`config.mk`:
```
export PLATFORM = sky130hd
export DESIGN_NAME = imem_boot_loader
export DESIGN_NICKNAME = d
export VERILOG_FILES = /design/src/rtl/imem_boot_loader.sv
export SDC_FILE = /design/constraint.sdc
export NUM_CORES = 1
export LEC_CHECK = 0
export ABC_AREA = 1
export CORE_ASPECT_RATIO = 1.1
export CORE_MARGIN = 2
export CORE_UTILIZATION = 40
export CTS_CLUSTER_SIZE = 20
export DETAILED_ROUTE_END_ITERATION = 10
export HOLD_SLACK_MARGIN = 0.1
export PLACE_DENSITY = 0.71
export SYNTH_ARGS = -nofsm -noshare
export SYNTH_HDL_FRONTEND = slang
export SYNTH_SLANG_ARGS = --single-unit
```
`constraint.sdc`:
```
create_clock -name clk -period 1.42 [get_ports clk]
set_input_delay 0.284 -clock clk [delete_from_list [all_inputs] [get_ports clk]]
set_output_delay 0.284 -clock clk [all_outputs]
set_load 0.02 [all_outputs]
```
`src/rtl/imem_boot_loader.sv`:
```
`default_nettype none
// ============================================================================
// Module   : imem_boot_loader
// Purpose  : Loads a framed, checksummed byte stream into instruction memory
//            and holds the core in reset until a verified load completes.
// Revision : 1.0 - initial release
// ============================================================================
module imem_boot_loader #(
    parameter int ADDR_WIDTH = 8,
    parameter int BASE_ADDR  = 0
) (
    input  logic                  clk,
    input  logic                  rst,
    input  logic                  start,
    input  logic [7:0]            rx_data,
    input  logic                  rx_valid,
    output logic                  rx_ready,
    output logic                  imem_we,
    output logic [ADDR_WIDTH-1:0] imem_addr,
    output logic [31:0]           imem_wdata,
    output logic                  core_hold,
    output logic                  busy,
    output logic                  done,
    output logic                  error,
    output logic [15:0]           words_written
);

    localparam logic [2:0] S_IDLE   = 3'd0;
    localparam logic [2:0] S_LEN_LO = 3'd1;
    localparam logic [2:0] S_LEN_HI = 3'd2;
    localparam logic [2:0] S_DATA   = 3'd3;
    localparam logic [2:0] S_CHK    = 3'd4;
    localparam logic [2:0] S_DONE   = 3'd5;
    localparam logic [2:0] S_ERR    = 3'd6;

    localparam logic [ADDR_WIDTH-1:0] c_base  = ADDR_WIDTH'(BASE_ADDR);
    localparam logic [16:0]           c_depth = 17'(1) << ADDR_WIDTH;

    logic [2:0]            r_state;
    logic [2:0]            w_next;
    logic                  r_rx_ready;
    logic                  r_imem_we;
    logic [ADDR_WIDTH-1:0] r_imem_addr;
    logic [31:0]           r_imem_wdata;
    logic                  r_core_hold;
    logic                  r_busy;
    logic                  r_done;
    logic                  r_error;
    logic [15:0]           r_words_written;
    logic [7:0]            r_len_lo;
    logic [15:0]           r_words_left;
    logic [1:0]            r_idx;
    logic [23:0]           r_word;
    logic [7:0]            r_xor;

    logic                  w_accept;
    logic                  w_idle_like;
    logic                  w_arm;
    logic [15:0]           w_len;
    logic                  w_len_ovf;
    logic                  w_last_byte;

    assign w_accept    = rx_valid && r_rx_ready;
    assign w_idle_like = (r_state == S_IDLE) || (r_state == S_DONE) || (r_state == S_ERR);
    assign w_arm       = start && w_idle_like;
    assign w_len       = {rx_data, r_len_lo};
    assign w_len_ovf   = {1'b0, w_len} > c_depth;
    assign w_last_byte = (r_idx == 2'd3) && (r_words_left == 16'd1);

    always_ff @(posedge clk) begin
        if (rst) begin
            r_state <= S_IDLE;
        end else begin
            r_state <= w_next;
        end
    end

    always_comb begin
        w_next = r_state;
        case (r_state)
            S_IDLE, S_DONE, S_ERR: begin
                if (start) w_next = S_LEN_LO;
            end
            S_LEN_LO: begin
                if (w_accept) w_next = S_LEN_HI;
            end
            S_LEN_HI: begin
                if (w_accept) begin
                    if (w_len_ovf)          w_next = S_ERR;
                    else if (w_len == 16'd0) w_next = S_CHK;
                    else                     w_next = S_DATA;
                end
            end
            S_DATA: begin
                // The final strobe overlaps CHK so the checksum byte never stalls.
                if (w_accept && w_last_byte) w_next = S_CHK;
            end
            S_CHK: begin
                if (w_accept) w_next = (rx_data == r_xor) ? S_DONE : S_ERR;
            end
            default: w_next = S_IDLE;
        endcase
    end

    always_ff @(posedge clk) begin
        if (rst) begin
            r_rx_ready      <= 1'b0;
            r_imem_we       <= 1'b0;
            r_imem_addr     <= c_base;
            r_imem_wdata    <= 32'd0;
            r_core_hold     <= 1'b1;
            r_busy          <= 1'b0;
            r_done          <= 1'b0;
            r_error         <= 1'b0;
            r_words_written <= 16'd0;
            r_len_lo        <= 8'd0;
            r_words_left    <= 16'd0;
            r_idx           <= 2'd0;
            r_word          <= 24'd0;
            r_xor           <= 8'd0;
        end else begin
            r_rx_ready <= (w_next == S_LEN_LO) || (w_next == S_LEN_HI) ||
                          (w_next == S_DATA)   || (w_next == S_CHK);
            r_imem_we  <= 1'b0;
            if (r_imem_we) begin
                r_imem_addr     <= r_imem_addr + 1'b1;
                r_words_written <= r_words_written + 16'd1;
            end
            if (w_arm) begin
                r_imem_addr     <= c_base;
                r_core_hold     <= 1'b1;
                r_busy          <= 1'b1;
                r_done          <= 1'b0;
                r_error         <= 1'b0;
                r_words_written <= 16'd0;
                r_xor           <= 8'd0;
                r_idx           <= 2'd0;
            end
            case (r_state)
                S_LEN_LO: begin
                    if (w_accept) r_len_lo <= rx_data;
                end
                S_LEN_HI: begin
                    if (w_accept) begin
                        r_words_left <= w_len;
                        r_idx        <= 2'd0;
                        if (w_len_ovf) begin
                            r_error <= 1'b1;
                            r_busy  <= 1'b0;
                        end
                    end
                end
                S_DATA: begin
                    if (w_accept) begin
                        r_xor <= r_xor ^ rx_data;
                        r_idx <= r_idx + 2'd1;
                        case (r_idx)
                            2'd0: r_word[7:0]   <= rx_data;
                            2'd1: r_word[15:8]  <= rx_data;
                            2'd2: r_word[23:16] <= rx_data;
                            default: begin
                                r_imem_we    <= 1'b1;
                                r_imem_wdata <= {rx_data, r_word};
                                r_words_left <= r_words_left - 16'd1;
                            end
                        endcase
                    end
                end
                S_CHK: begin
                    if (w_accept) begin
                        r_busy <= 1'b0;
                        if (rx_data == r_xor) begin
                            r_done      <= 1'b1;
                            r_core_hold <= 1'b0;
                        end else begin
                            r_error <= 1'b1;
                        end
                    end
                end
                default: ;
            endcase
        end
    end

    assign rx_ready      = r_rx_ready;
    assign imem_we       = r_imem_we;
    assign imem_addr     = r_imem_addr;
    assign imem_wdata    = r_imem_wdata;
    assign core_hold     = r_core_hold;
    assign busy          = r_busy;
    assign done          = r_done;
    assign error         = r_error;
    assign words_written = r_words_written;

endmodule
`default_nettype wire

```
==> results of run 1 <==
==> layout make-up <==
| type | count | area, µm² | area share [%] |
|---|---|---|---|
| clock buffer | 18 | 439 | 4.77 |
| clock inverter | 12 | 148 | 1.60 |
| inverter | 59 | 272 | 2.95 |
| multi-input combinational | 528 | 3310 | 36.0 |
| sequential | 123 | 2530 | 27.5 |
| tap | 161 | 201 | 2.19 |
| timing repair buffer | 250 | 2290 | 24.9 |
| timing repair inverter | 2 | 16.3 | 0.177 |
==> placed cells by master (no fill, tap or decap), types with 27 or more instances in the layout <==
cell type,Yosys,final
sky130_fd_sc_hd__a21oi_1,94,66
sky130_fd_sc_hd__a21oi_2,0,27
sky130_fd_sc_hd__buf_4,2,137
sky130_fd_sc_hd__dfxtp_1,123,91
sky130_fd_sc_hd__dlygate4sd2_1,0,44
sky130_fd_sc_hd__inv_1,52,38
sky130_fd_sc_hd__nand2_1,135,98
sky130_fd_sc_hd__nand2_2,3,31
sky130_fd_sc_hd__nand3_1,46,30
sky130_fd_sc_hd__nor2_1,106,79
sky130_fd_sc_hd__o21ai_1,0,42
==> worst max-delay path by stage <==
stage | from | endpoint
after detailed placement | rx_data[3] | rx_ready$_SDFF_PP0_
final | r_state[0]$_SDFF_PP0_ | r_word[16]$_SDFFE_PP0P_
after global routing | r_state[0]$_SDFF_PP0_ | r_word[16]$_SDFFE_PP0P_
after floorplan | words_written[0]$_SDFFE_PP0P_ | words_written[14]$_SDFFE_PP0P_
after CTS | r_words_left[1]$_SDFFE_PP0P_ | r_words_left[13]$_SDFFE_PP0P_
after global placement | rx_data[3] | rx_ready$_SDFF_PP0_
==> through the flow <==
stage | area, µm² | power [mW] | setup slack (ns) | TNS [ns]
after global routing | 9200 | 9.15 | -0.254 | -12.13
after floorplan | 5430 | 3.90 | -0.0282 | -0.0282
after detailed placement | 7310 | 4.29 | -0.574 | -39.24
after global placement | 7310 | 4.28 | -0.556 | -38.27
after CTS | 8080 | 8.61 | -0.112 | -1.50
final | 9200 | 8.93 | -0.189 | -6.69
==> metal layers <==
metal  up-vias  global-route usage, %  wire (µm)
met5         -                      0          0
met4         0                   8.86       1110
met3       108                   4.33       1400
met2       344                   37.4      10400
met1      3051                   27.3       8120
li1       2946                      -          -
==> cell families (layout without fill, tap and decap cells) <==
family / Yosys count / count (layout) / synth area share, %
simple gates: 324 / 324 / 25.6
compound gates: 182 / 183 / 17.9
flops: 123 / 123 / 45.6
buf+inv: 91 / 341 / 6.89
xor+xnor: 12 / 12 / 1.95
fa+ha+maj: 9 / 9 / 2.09
==> power by group <==
part	total, mW	switching (mW)	internal [mW]
Combinational	1.02	0.570	0.451
Sequential	3.51	0.0403	3.47
Clock	4.40	1.62	2.77
==> cell usage after synthesis <==
cell type	n
sky130_fd_sc_hd__nand2_4	1
sky130_fd_sc_hd__nand3_1	46
sky130_fd_sc_hd__nor3_2	1
sky130_fd_sc_hd__buf_1	1
sky130_fd_sc_hd__nand2_1	135
sky130_fd_sc_hd__xnor2_1	4
sky130_fd_sc_hd__nor2_1	106
sky130_fd_sc_hd__nor2_4	2
sky130_fd_sc_hd__or2_2	6
sky130_fd_sc_hd__ha_1	9
sky130_fd_sc_hd__o21a_1	1
sky130_fd_sc_hd__or3_1	1
sky130_fd_sc_hd__clkinv_1	1
sky130_fd_sc_hd__o21ai_2	1
sky130_fd_sc_hd__nor4_1	2
sky130_fd_sc_hd__buf_6	1
sky130_fd_sc_hd__o21ai_0	69
sky130_fd_sc_hd__a211oi_1	10
sky130_fd_sc_hd__dfxtp_1	123
sky130_fd_sc_hd__nor2_2	6
sky130_fd_sc_hd__nor3b_1	1
sky130_fd_sc_hd__buf_2	12
sky130_fd_sc_hd__a31oi_1	3
sky130_fd_sc_hd__nand3_2	1
sky130_fd_sc_hd__buf_4	2
sky130_fd_sc_hd__o211ai_1	1
sky130_fd_sc_hd__clkbuf_1	16
sky130_fd_sc_hd__nand2_2	3
sky130_fd_sc_hd__inv_2	6
sky130_fd_sc_hd__xor2_1	8
sky130_fd_sc_hd__o21ai_4	1
sky130_fd_sc_hd__nand4_1	3
sky130_fd_sc_hd__inv_1	52
sky130_fd_sc_hd__a21oi_1	94
sky130_fd_sc_hd__o31ai_1	1
sky130_fd_sc_hd__nor3_1	9
sky130_fd_sc_hd__and3_1	1
sky130_fd_sc_hd__o32ai_1	1
==> worst max-delay path: cells and delay by family, from the launching register on <==
kind	cells	cell delay, ns
buf+inv	5	0.70
flops	1	0.37
compound gates	1	0.22
simple gates	3	0.23
==> flip-flops by register name (all words and copies together) (netlist names) <==
name           flops
r_state            3
r_len_lo           8
r_words_left      16
imem_wdata        32
r_xor              8
imem_addr          8
r_word            24
r_idx              2
error              1
words_written     16
imem_we            1
busy               1
core_hold          1
done               1
rx_ready           1
==> what timing repair did <==
action	4_1_cts	5_1_grt
resized for setup	164	283
pin swaps	18	85
setup endpoints to repair	168	131
buffers inserted	5	26
cloned	1	10
==> results.txt, run 1 <==
- The run finished, with violations left.
- The final reports fail on setup timing.
* Fraction of final layout cells sized beyond drive strength 1: between 40% and 50%
* Number of slew-limit violations in the final report: 0
- Maximum clock path buffer count: 2
- Max-cap violations in this run came to 0.
- Cell with the largest stage delay on the worst path: sky130_fd_sc_hd__dfxtp_4
- Vias per std cell: roughly 5.6
- The worst hold path terminates at r_word[9]$_SDFFE_PP0P_.
- The first global-routing pass estimated 25.4 mm of wire.
- Input/output buffers: 73
* Summed instance area of the synthesized netlist: between 0.005 and 0.006 mm²
- Area of the core region: between 0.01 and 0.015 mm²
- Register-to-register setup slack: -0.19 ns
- The number of global-route vias before repair is about 5400.
* Critical path data arrival time: 1.95 ns
* Routed Wire Length: ~21 mm
- The critical path is of the flip-flop to flip-flop type.
- The detail route stage leaves a number of antenna-violating nets equal to 0.
- Utilization after layout: 69.6%
- In this run the clock root is driven by a sky130_fd_sc_hd__clkbuf_16.
- Crit path top cell by count: sky130_fd_sc_hd__buf_6
* Initial antenna violation count: 0
- The die covers 0.0144 mm².
- Entering global routing, the biggest net connects 45 pins.
- Power density relative to cell area: 971 mW/mm²
- Count of different cell masters after synthesis: 38
* Stage delay of the slowest cell on the critical path: approximately 0.37 ns
- Final Net Count: roughly 1000
- Syn. warnings: 0
* Worst path cell trace: buf_6 -> nand3_4 -> nor2_4 -> buf_12 -> buf_6 -> buf_6 -> nand2_8 -> clkinvlp_4 -> a21oi_1
- Pre-Repair DR Iteration Count: 5
- Counting the fill cells in the layout gives approximately 860.
- Hold timing on the final database bottoms out at a slack of approximately 0.23 ns.
- Setup violations remaining at the end of the flow were counted as about 110.
- In this run the mean area of a mapped cell was 7.28 µm².
- Antenna diode instance count: 0
* CP required: approximately 1.8 ns
- Peak clock frequency supported by timing: roughly 620 MHz
- Counting I/O delays and the setup requirement, the final critical path takes roughly 1.6 ns.
- The tree built by TritonCTS fans out to ~120 sinks.
- The floorplan step set the die height to 126 µm.
- Cell depth of the worst min-delay path: 3
* Worst min-delay path category: input pin to flip-flop
- Top cell type by total area after synthesis: sky130_fd_sc_hd__dfxtp_1
* Hold-fix buffer count after cts: 0
- Starting utilization of the core area: 40.8%
- The number of nets handed over by synthesis was ~760.
* Number of top-level pins: 74
* Slew margin rel.: a little over three fifths
- The startpoint identified for the worst register-to-register timing path is r_state[0]$_SDFF_PP0_.
- In this run, the number of DRC markers left after iteration 0 of detailed routing was roughly 680.
- CTS tree: done
- HPWL after detailed placement: about 11 mm
- For the pin with the worst max-slew slack, the measured transition is between 0.5 and 0.6 ns.
* Layout overhead on the synthesized area: 70.5%
- Die X-Extent: 115 µm
- Top-area cell type share of the netlist area: a little under half
* Gate count of the mapped netlist: between 700 and 800
- Summed over all layers, the global routing overflow is 0.
* Cell leakage power: 3.95 nW
- Across the VDD grid, the largest voltage drop is between 0.8 and 0.9 mV.
- The number of placed instances, taps included, is between 1000 and 1500.
- Number of synthesized register bits: between 100 and 150
- After detailed routing, the average wire length per cell comes to between 15 and 20 µm.
* Number of standard cells in the layout, taps in and fillers out: roughly 1200
* Setup repair after global routing missed its margin: true
- Clock-pin slew was measured on the worst setup and hold paths at 0.06 ns.
- After synthesis, the cell types taking the most area are sky130_fd_sc_hd__dfxtp_1 46%, sky130_fd_sc_hd__nand2_1 9.4%, sky130_fd_sc_hd__a21oi_1 8.7%.
- The later pin in the worst-skew pair is clocked with a latency of between 0.4 and 0.5 ns.
- Number of rows created at floorplan: 44
- Total global-route track usage: between 20% and 30%
- Register area share after synthesis: around 46%
* Final clock period utilization by the worst path: 113%
* Setup crit end kind: flip-flop
- At the end of routability-driven placement, the weighted congestion stood at 0.922.
- STA classifies the critical path startpoint as a flip-flop.
- Post-route worst setup slack: -0.189 ns
* Startpoint of the tightest hold check path: rx_data[1]
- Hold Fails Final Rpt: 0
- H-tree levels: 4
- Total clock buffers created by CTS: 17
* Via count: 6449
- Worst reg2reg path endpoint: r_word[16]$_SDFFE_PP0P_
- Worst Reg2Reg Path Length in Cells: 9
- In the routed design, unresolved DRC markers number 0.
- Along the worst path, the maximum fanout reaches 8.
- For the final database, setup skew stands at 0.00909 ns.
Note: power is estimated with default switching activity, not from simulation.
==> inputs of run 2 (changes only) <==
--- a/config.mk
+++ b/config.mk
@@ -7,7 +7,6 @@
 export LEC_CHECK = 0
 export ABC_AREA = 1
 export CORE_ASPECT_RATIO = 1.1
-export CORE_MARGIN = 2
 export CORE_UTILIZATION = 40
 export CTS_CLUSTER_SIZE = 20
 export DETAILED_ROUTE_END_ITERATION = 10
==> run 2 against run 1 <==
The run still ends with setup timing left. Sequential share of layout area grew 1.9 points. Clock skew barely moved. Die area shrank 3.3%. Routed wire length fell by 21%. Via count shrank 11%. Cell area decreased by 7.4%. First-iteration DRC count decreased by 32%. Non-clock buffer count shrank 35. Clock power up 5.5%. Fmax up 3.9%. Utilization down 4.9 points. Clock-buffer cell count rose by 2. Highest routed layer unchanged.
==> results.txt, run 2 (synthesized netlist as in run 1, its figures left out) <==
- Maximum number of pins on one net before global-route repair: 28 (was 45)
- Failing checks: setup timing (unchanged).
- Number of standard cells in the layout, taps in and fillers out: 1117 (was 1153)
- Clock root buffer master: sky130_fd_sc_hd__clkbuf_16 (unchanged)
- The die outline height came to 124 µm (was 126 µm).
* Final clock period utilization by the worst path: 109% (was 113%)
* Total clock buffers created by CTS: 17 (unchanged)
- The leakage power of the design came to 3.64 nW (was 3.95 nW).
- Via count of the first global-routing pass: 5071 (was 5391)
- The final max-slew violation count came to 0 (unchanged).
* Number of top-level pins: 74 (unchanged)
- The average wire length per cell after detail routing came to 14.9 µm (was 18.3 µm).
* Crit path top cell by count: sky130_fd_sc_hd__nand3_2 (was sky130_fd_sc_hd__buf_6)
- The TritonCTS sink count was 123 (unchanged).
- The category of the worst setup path capture point is a flip-flop (unchanged).
* Most frequent standard cell in the layout excluding fill and tap cells: sky130_fd_sc_hd__nand2_1 (was sky130_fd_sc_hd__buf_4)
* Post-route worst setup slack: -0.128 ns (was -0.189 ns)
* Input/output buffers: 73 (unchanged)
* Hold Fails Final Rpt: 0 (unchanged)
* Vias per std cell: 5.13 (was 5.59)
* Maximum clock path buffer count: 2 (unchanged)
- Worst IR drop on VDD: 0.858 mV (was 0.885 mV)
- DRC marker count from the first detailed-route iteration: 464 (was 682)
- Total congestion overflow after global routing: 0 (unchanged)
- The clock input transition at the sequential cells of the worst setup and hold paths was 0.06 ns (about the same).
- The placement-stage worst setup slack came to -0.562 ns (was -0.574 ns).
- The instance count after placement with tap cells included came to 1069 (was 1081).
- CP required: 1.74 ns (was 1.76 ns)
* Drc violations: 0 (unchanged)
- The cell with the largest stage delay on the worst path is sky130_fd_sc_hd__dfxtp_4 (unchanged).
* Total Negative Setup Slacks: -3.08 ns (was -6.69 ns)
- Worst path cell trace: ha_4 -> nand3_2 -> nor4_2 -> inv_1 -> nor2_2 -> inv_2 -> nor2_4 -> nand3_2 -> nand2_1 -> nor2_1 (was buf_6 -> nand3_4 -> nor2_4 -> buf_12 -> buf_6 -> buf_6 -> nand2_8 -> clkinvlp_4 -> a21oi_1).
- Run status: finished with violations (unchanged).
- Fraction of final layout cells sized beyond drive strength 1: 34.7% (was 44.0%)
* Number of nets still failing antenna checks after routing: 0 (unchanged)
* Total non-filler cell area in the finished layout: 0.00852 mm² (was 0.00920 mm²)
* H-tree levels: 4 (unchanged)
* Number of max-cap violations: 0 (unchanged)
- Pre-Repair DR Iteration Count: 5 (unchanged)
* Maximum clock skew at final layout: 0.00931 ns (was 0.00909 ns)
- Crit path launch type: flip-flop (unchanged)
* Slew margin rel.: 79.4% (was 63.2%)
- The highest attainable clock frequency was 646 MHz (was 622 MHz).
- The classification of the worst setup path was flip-flop to flip-flop (unchanged).
* Hold Worst Slack: 0.248 ns (was 0.232 ns)
* Critical path buffers and inverters: 2 (was 5)
- Area of the core region: 0.0132 mm² (about the same)
- Final Net Count: 964 (was 1002)
- The full die area is 0.0140 mm² (was 0.0144 mm²).
- The worst path arrival time was 1.87 ns (was 1.95 ns).
- The final-report setup violation count is 45 (was 105).
- Setup repair after global routing missed its margin: true (unchanged).
- Worst Max-Slew Pin Slew: 0.308 ns (was 0.551 ns)
- Via count: 5728 (was 6449)
- Clock network latency to the later pin of the worst-skew pair: 0.43 ns (was 0.42 ns)
- The total wire length after detailed routing is 16.7 mm (was 21.1 mm).
* Max FFs per register: 32 (unchanged)
* Die X-Extent: 113 µm (was 115 µm)
* Worst min-delay path category: input pin to flip-flop (unchanged)
- The count of fill cells added during filler insertion is 1045 (was 858).
- The aggregate global-route resource usage is 22.2% (was 22.0%).
* Cell family contributing the most delay on the critical path: simple AND/OR/NAND/NOR gates (was buffers and inverters)
- The highest net fanout along the worst path is 3 (was 8).
* Weighted congestion at the end of routability-driven global placement: 0.979 (was 0.922)
- Post-placement cell area: 0.00722 mm² (was 0.00731 mm²)
* Wire length of the first global-routing pass: 24.0 mm (was 25.4 mm)
- Layout overhead on the synthesized area: 57.8% (was 70.5%)
- Commonest non-fill, non-tap cells in the layout: 126 x sky130_fd_sc_hd__nand2_1, 113 x sky130_fd_sc_hd__buf_4, 105 x sky130_fd_sc_hd__dfxtp_1 (was 137 x sky130_fd_sc_hd__buf_4, 98 x sky130_fd_sc_hd__nand2_1, 91 x sky130_fd_sc_hd__dfxtp_1)
* HPWL after detailed placement: 10.4 mm (was 10.8 mm)
- Initial antenna violation count: 0 (unchanged)
* CTS tree: done (unchanged)
* Antenna diode instance count: 0 (unchanged)
* Power density relative to cell area: 1060 mW/mm² (was 971 mW/mm²)
- Number of rows created at floorplan: 44 (unchanged)
* Stage delay of the slowest cell on the critical path: 0.36 ns (was 0.37 ns)
- The minimum clock period came to 1.55 ns (was 1.61 ns).
- The effective utilization at floorplan was 41.0% (was 40.8%).
* Hold-fix buffer count after cts: 0 (unchanged)
-- run 2: changes by cell type in the layout (fill, tap and decap cells not counted), moves of 8 or more --
cell | previous run | this run
sky130_fd_sc_hd__nand2_1 | 98 | 126
sky130_fd_sc_hd__o21ai_0 | 19 | 45
sky130_fd_sc_hd__buf_4 | 137 | 113
sky130_fd_sc_hd__o21ai_1 | 42 | 19
sky130_fd_sc_hd__nand2_2 | 31 | 10
sky130_fd_sc_hd__dfxtp_1 | 91 | 105
sky130_fd_sc_hd__dfxtp_2 | 22 | 13
sky130_fd_sc_hd__dlygate4sd2_1 | 44 | 35
sky130_fd_sc_hd__nand3_1 | 30 | 38
-- run 2: cell type report --
cell class | instances | area, µm² | area share (%)
clock buffer | 20 | 478 | 5.61
sequential | 123 | 2500 | 29.3
clock inverter | 12 | 159 | 1.87
timing repair buffer | 215 | 1950 | 22.9
inverter | 59 | 245 | 2.88
tap | 161 | 201 | 2.36
multi-input combinational | 527 | 2990 | 35.1
-- run 2: worst reg2reg max path, delay by kind of cell, from the launching register on --
kind / cells / cell delay (ns)
flops: 1 / 0.36
fa+ha+maj: 1 / 0.14
simple gates: 7 / 0.77
buf+inv: 2 / 0.17
-- run 2: routing by layer --
layer | vias up | GRT usage [%] | part of all wire, %
li1 | 2861 | - | -
met1 | 2672 | 26.8 | 43
met2 | 156 | 37.5 | 49
met3 | 39 | 4.48 | 4.7
met4 | 0 | 11.8 | 3.1
met5 | - | 0 | 0
-- run 2: worst paths after layout --
kind	slack, ns	cells past startpoint	start	end
max	-0.13	10	words_written[1]$_SDFFE_PP0P_	words_written[14]$_SDFFE_PP0P_
min	0.25	3	rx_data[5]	r_word[13]$_SDFFE_PP0P_
max reg2reg	-0.13	10	words_written[1]$_SDFFE_PP0P_	words_written[14]$_SDFFE_PP0P_
min reg2reg	0.44	2	done$_SDFF_PP0_	done$_SDFF_PP0_
-- run 2: timing repair --
| action | CTS | global route |
|---|---|---|
| endpoints found under the setup margin | 151 | 124 |
| resized for setup | 137 | 167 |
| pin swaps | 10 | 41 |
| buffers inserted | 4 | 8 |
| gates cloned | 0 | 5 |
-- run 2: where the power goes --
group	internal (mW)	leakage, nW	switching, mW
registers	3.48	1.00	0.0282
clock network	2.97	0.308	1.67
logic	0.416	2.33	0.498
-- run 2: through the flow --
stage,power (mW),utilization (%)
after floorplan,3.90,-
after global placement,4.27,54.9
after detailed placement,4.28,54.9
after CTS,8.89,60.3
after global routing,9.32,64.7
final,9.06,64.7
==> inputs of run 3 (changes only) <==
--- a/config.mk
+++ b/config.mk
@@ -12,6 +12,7 @@
 export DETAILED_ROUTE_END_ITERATION = 10
 export HOLD_SLACK_MARGIN = 0.1
 export PLACE_DENSITY = 0.71
+export SKIP_LAST_GASP = 1
 export SYNTH_ARGS = -nofsm -noshare
 export SYNTH_HDL_FRONTEND = slang
 export SYNTH_SLANG_ARGS = --single-unit
==> run 3 against run 2 <==
The run still ends with setup timing left. Non-clock buffer count is the same. Via count increased by 1.7%. Hold slack gained 0.0011 ns. Fmax is 5.9% lower. Combinational power fell by 3.1%. Routed wire length grew 0.50%. Critical endpoint unchanged. Highest routed layer unchanged.
==> results.txt, run 3 (synthesized netlist as in run 1, its figures left out) <==
* Worst path cell trace: ha_4 -> nand3_2 -> nor4_2 -> inv_1 -> nor2_2 -> inv_2 -> nor2_4 -> nand3_2 -> nand2_1 -> nor2_1 (unchanged)
* Worst Max-Slew Pin Slew: 0.318 ns (was 0.308 ns)
- Total non-filler cell area in the finished layout: 0.00845 mm² (was 0.00852 mm²)
* Run status: finished with violations (unchanged)
* Startpoint of the tightest hold check path: rx_data[5] (unchanged)
* Fraction of power consumed by combinational cells: 9.8% (was 10.1%)
* Post-route worst setup slack: -0.225 ns (was -0.128 ns)
- The level count of the clock H-tree was 4 (unchanged).
* Cell leakage power: 3.66 nW (was 3.64 nW)
* Starting utilization of the core area: 41.0% (unchanged)
- Clk pwr share: 51.3% (was 51.2%)
- The TritonCTS clock tree is done (unchanged).
- Clock network latency to the later pin of the worst-skew pair: 0.42 ns (was 0.43 ns)
- Clock root buffer master: sky130_fd_sc_hd__clkbuf_16 (unchanged)
* Maximum clock path buffer count: 2 (unchanged)
* Post-placement cell area: 0.00722 mm² (unchanged)
* Critical path buffers and inverters: 2 (unchanged)
* WL per Instance: 15.0 µm (was 14.9 µm)
- The estimated wirelength of the detail-placed design was 10.4 mm (unchanged).
- The end point of the most critical hold path is r_word[13]$_SDFFE_PP0P_ (unchanged).
- The initial antenna violation count is 0 (unchanged).
- Commonest non-fill, non-tap cells in the layout: 124 x sky130_fd_sc_hd__nand2_1, 116 x sky130_fd_sc_hd__buf_4, 106 x sky130_fd_sc_hd__dfxtp_1 (was 126 x sky130_fd_sc_hd__nand2_1, 113 x sky130_fd_sc_hd__buf_4, 105 x sky130_fd_sc_hd__dfxtp_1).
* Sw Share: 24.1% (was 24.2%)
- The fraction of the core area covered by cells at the end of the flow is 64.3% (was 64.7%).
- The tightest slew margin relative to the limit was 78.7% (was 79.4%).
* Register-to-register setup slack: -0.23 ns (was -0.13 ns)
* Drc violations: 0 (unchanged)
* Weighted congestion at the end of routability-driven global placement: 0.979 (unchanged)
- Cell depth of the worst min-delay path: 3 (unchanged)
- The maximum clock skew at final layout was 0.0102 ns (was 0.00931 ns).
- The number of global-route vias before repair was 5071 (unchanged).
* Stage delay of the slowest cell on the critical path: 0.35 ns (was 0.36 ns)
- The total core area is 0.0132 mm² (unchanged).
- Total clock buffers created by CTS: 17 (unchanged)
- Antenna diode instance count: 0 (unchanged)
- The cell repeated most along the worst path is sky130_fd_sc_hd__nand3_2 (unchanged).
- Number of max-cap violations: 0 (unchanged)
- The number of port buffers was 73 (unchanged).
* Origin of the critical flop-to-flop path: words_written[1]$_SDFFE_PP0P_ (unchanged)
* Die X-Extent: 113 µm (unchanged)
- The top-level port count came to 74 (unchanged).
- Final Net Count: 966 (was 964)
- Number of rows created at floorplan: 44 (unchanged)
- The type of element launching the critical path is a flip-flop (unchanged).
* Setup crit end kind: flip-flop (unchanged)
- Failing checks: setup timing (unchanged)
* Clk slew on worst S/H paths: 0.06 ns (about the same)
- Worst reg2reg path endpoint: words_written[14]$_SDFFE_PP0P_ (unchanged)
* Cell with the largest stage delay on the worst path: sky130_fd_sc_hd__dfxtp_4 (unchanged)
- The number of hold-slack violations in the final timing report is 0 (unchanged).
- The maximum number of pins on one net before global-route repair was 28 (unchanged).
* Peak clock frequency supported by timing: 608 MHz (was 646 MHz)
- Routed Wire Length: 16.8 mm (was 16.7 mm)
* Power density relative to cell area: 1070 mW/mm² (was 1060 mW/mm²)
- Worst Setup Path Type: flip-flop to flip-flop (unchanged)
- The aggregate global-route resource usage is 22.2% (about the same).
- The post-route worst hold slack came to 0.249 ns (was 0.248 ns).
* Crit path depth: 10 (unchanged)
- Number of slew-limit violations in the final report: 0 (unchanged)
- The setup total negative slack came to -2.42 ns (was -3.08 ns).
- Setup-failing EPs final: 50 (was 45)
* Net load switching power: 2.17 mW (was 2.19 mW)
- The required time at the endpoint of the critical path came to 1.73 ns (was 1.74 ns).
* DRC marker count from the first detailed-route iteration: 414 (was 464)
- The wire length of the first global-routing pass came to 24.0 mm (about the same).
- The total of hold buffers inserted after clock tree synthesis was 0 (unchanged).
- Max FFs per register: 32 (unchanged)
* Worst Reg2Reg Path Length in Cells: 10 (unchanged)
* Chip height: 124 µm (unchanged)
- The fraction of layout cells with a size suffix above 1 came to 33.4% (was 34.7%).
* Most frequent standard cell in the layout excluding fill and tap cells: sky130_fd_sc_hd__nand2_1 (unchanged)
- Final clock period utilization by the worst path: 116% (was 109%)
* Worst-path fanout max: 3 (unchanged)
* Full die area: 0.0140 mm² (unchanged)
- Total congestion overflow after global routing: 0 (unchanged)
* Worst IR drop on VDD: 0.835 mV (was 0.858 mV)
* Via count: 5826 (was 5728)
* TritonCTS Sinks: 123 (unchanged)
* Pre-Repair DR Iteration Count: 5 (unchanged)
- Clock period minus worst slack: 1.65 ns (was 1.55 ns)
* Layout overhead on the synthesized area: 56.7% (was 57.8%)
* Vias per std cell: 5.21 (was 5.13)
- The worst path arrival time was 1.96 ns (was 1.87 ns).
- The path class of the lowest-slack min-delay path was input pin to flip-flop (unchanged).
* Cell family contributing the most delay on the critical path: simple AND/OR/NAND/NOR gates (unchanged)
- Design internal power: 6.85 mW (was 6.87 mW)
- The number of nets still failing antenna checks after routing came to 0 (unchanged).
- Setup repair after global routing missed its margin: true (unchanged).
- Sequential power share: 38.9% (was 38.7%)
==> run 3: routing by layer <==
metal | GRT usage [%] | share of wire [%] | up-vias
met5 | 0 | 0 | -
met4 | 11.8 | 3.1 | 0
met3 | 4.33 | 4.5 | 43
met2 | 37.6 | 49 | 208
met1 | 26.9 | 43 | 2716
li1 | - | - | 2859
==> run 3: worst max path at each step <==
stage | slack, ns | endpoint | startpoint
global placement | -0.53 | rx_ready$_SDFF_PP0_ | rx_data[2]
floorplan | -0.03 | words_written[14]$_SDFFE_PP0P_ | words_written[0]$_SDFFE_PP0P_
finish | -0.23 | words_written[14]$_SDFFE_PP0P_ | words_written[1]$_SDFFE_PP0P_
detailed placement | -0.56 | rx_ready$_SDFF_PP0_ | rx_data[2]
global route | -0.29 | rx_ready$_SDFF_PP0_ | r_words_left[1]$_SDFFE_PP0P_
CTS | -0.12 | words_written[7] | words_written[7]$_SDFFE_PP0P_
==> run 3: repair_timing <==
action,CTS,global route
gates cloned,0,7
gates resized for setup,129,141
pin swaps,10,24
setup endpoints to repair,151,128
buffers inserted,4,8
==> run 3: area by class of cell <==
cell class              count  area [µm²]
flip-flops and latches    123        2490
repair inverters            2        16.3
multi-input cells         527        2920
repair buffers            215        1940
inverters                  59         250
fillers                  1046        4700
clock inverters            12         159
clock buffers              20         478
well taps                 161         201
==> run 3: stage by stage <==
step / total power [mW] / instances / setup slack (ns)
3_5_place_dp: 4.28 / 1069 / -0.562
3_3_place_gp: 4.27 / 1069 / -0.528
6_report: 9.02 / 1119 / -0.225
2_1_floorplan: 3.90 / 741 / -0.0282
5_1_grt: 9.28 / 1119 / -0.289
4_1_cts: 8.88 / 1104 / -0.123
==> run 3: power groups by stage <==
stage	Sequential [mW]	Combinational, mW	Clock [mW]
final	3.51	0.887	4.63
after global routing	3.51	0.947	4.83
after CTS	3.51	0.729	4.65
after detailed placement	3.58	0.698	0
after global placement	3.58	0.694	0
after floorplan	3.59	0.312	0
==> run 3: tightest hold or removal path, stage by stage <==
cell                             delay, ns
sky130_fd_sc_hd__dlymetal6s2s_1       0.18
sky130_fd_sc_hd__nand3_1              0.10
sky130_fd_sc_hd__a21oi_1              0.06
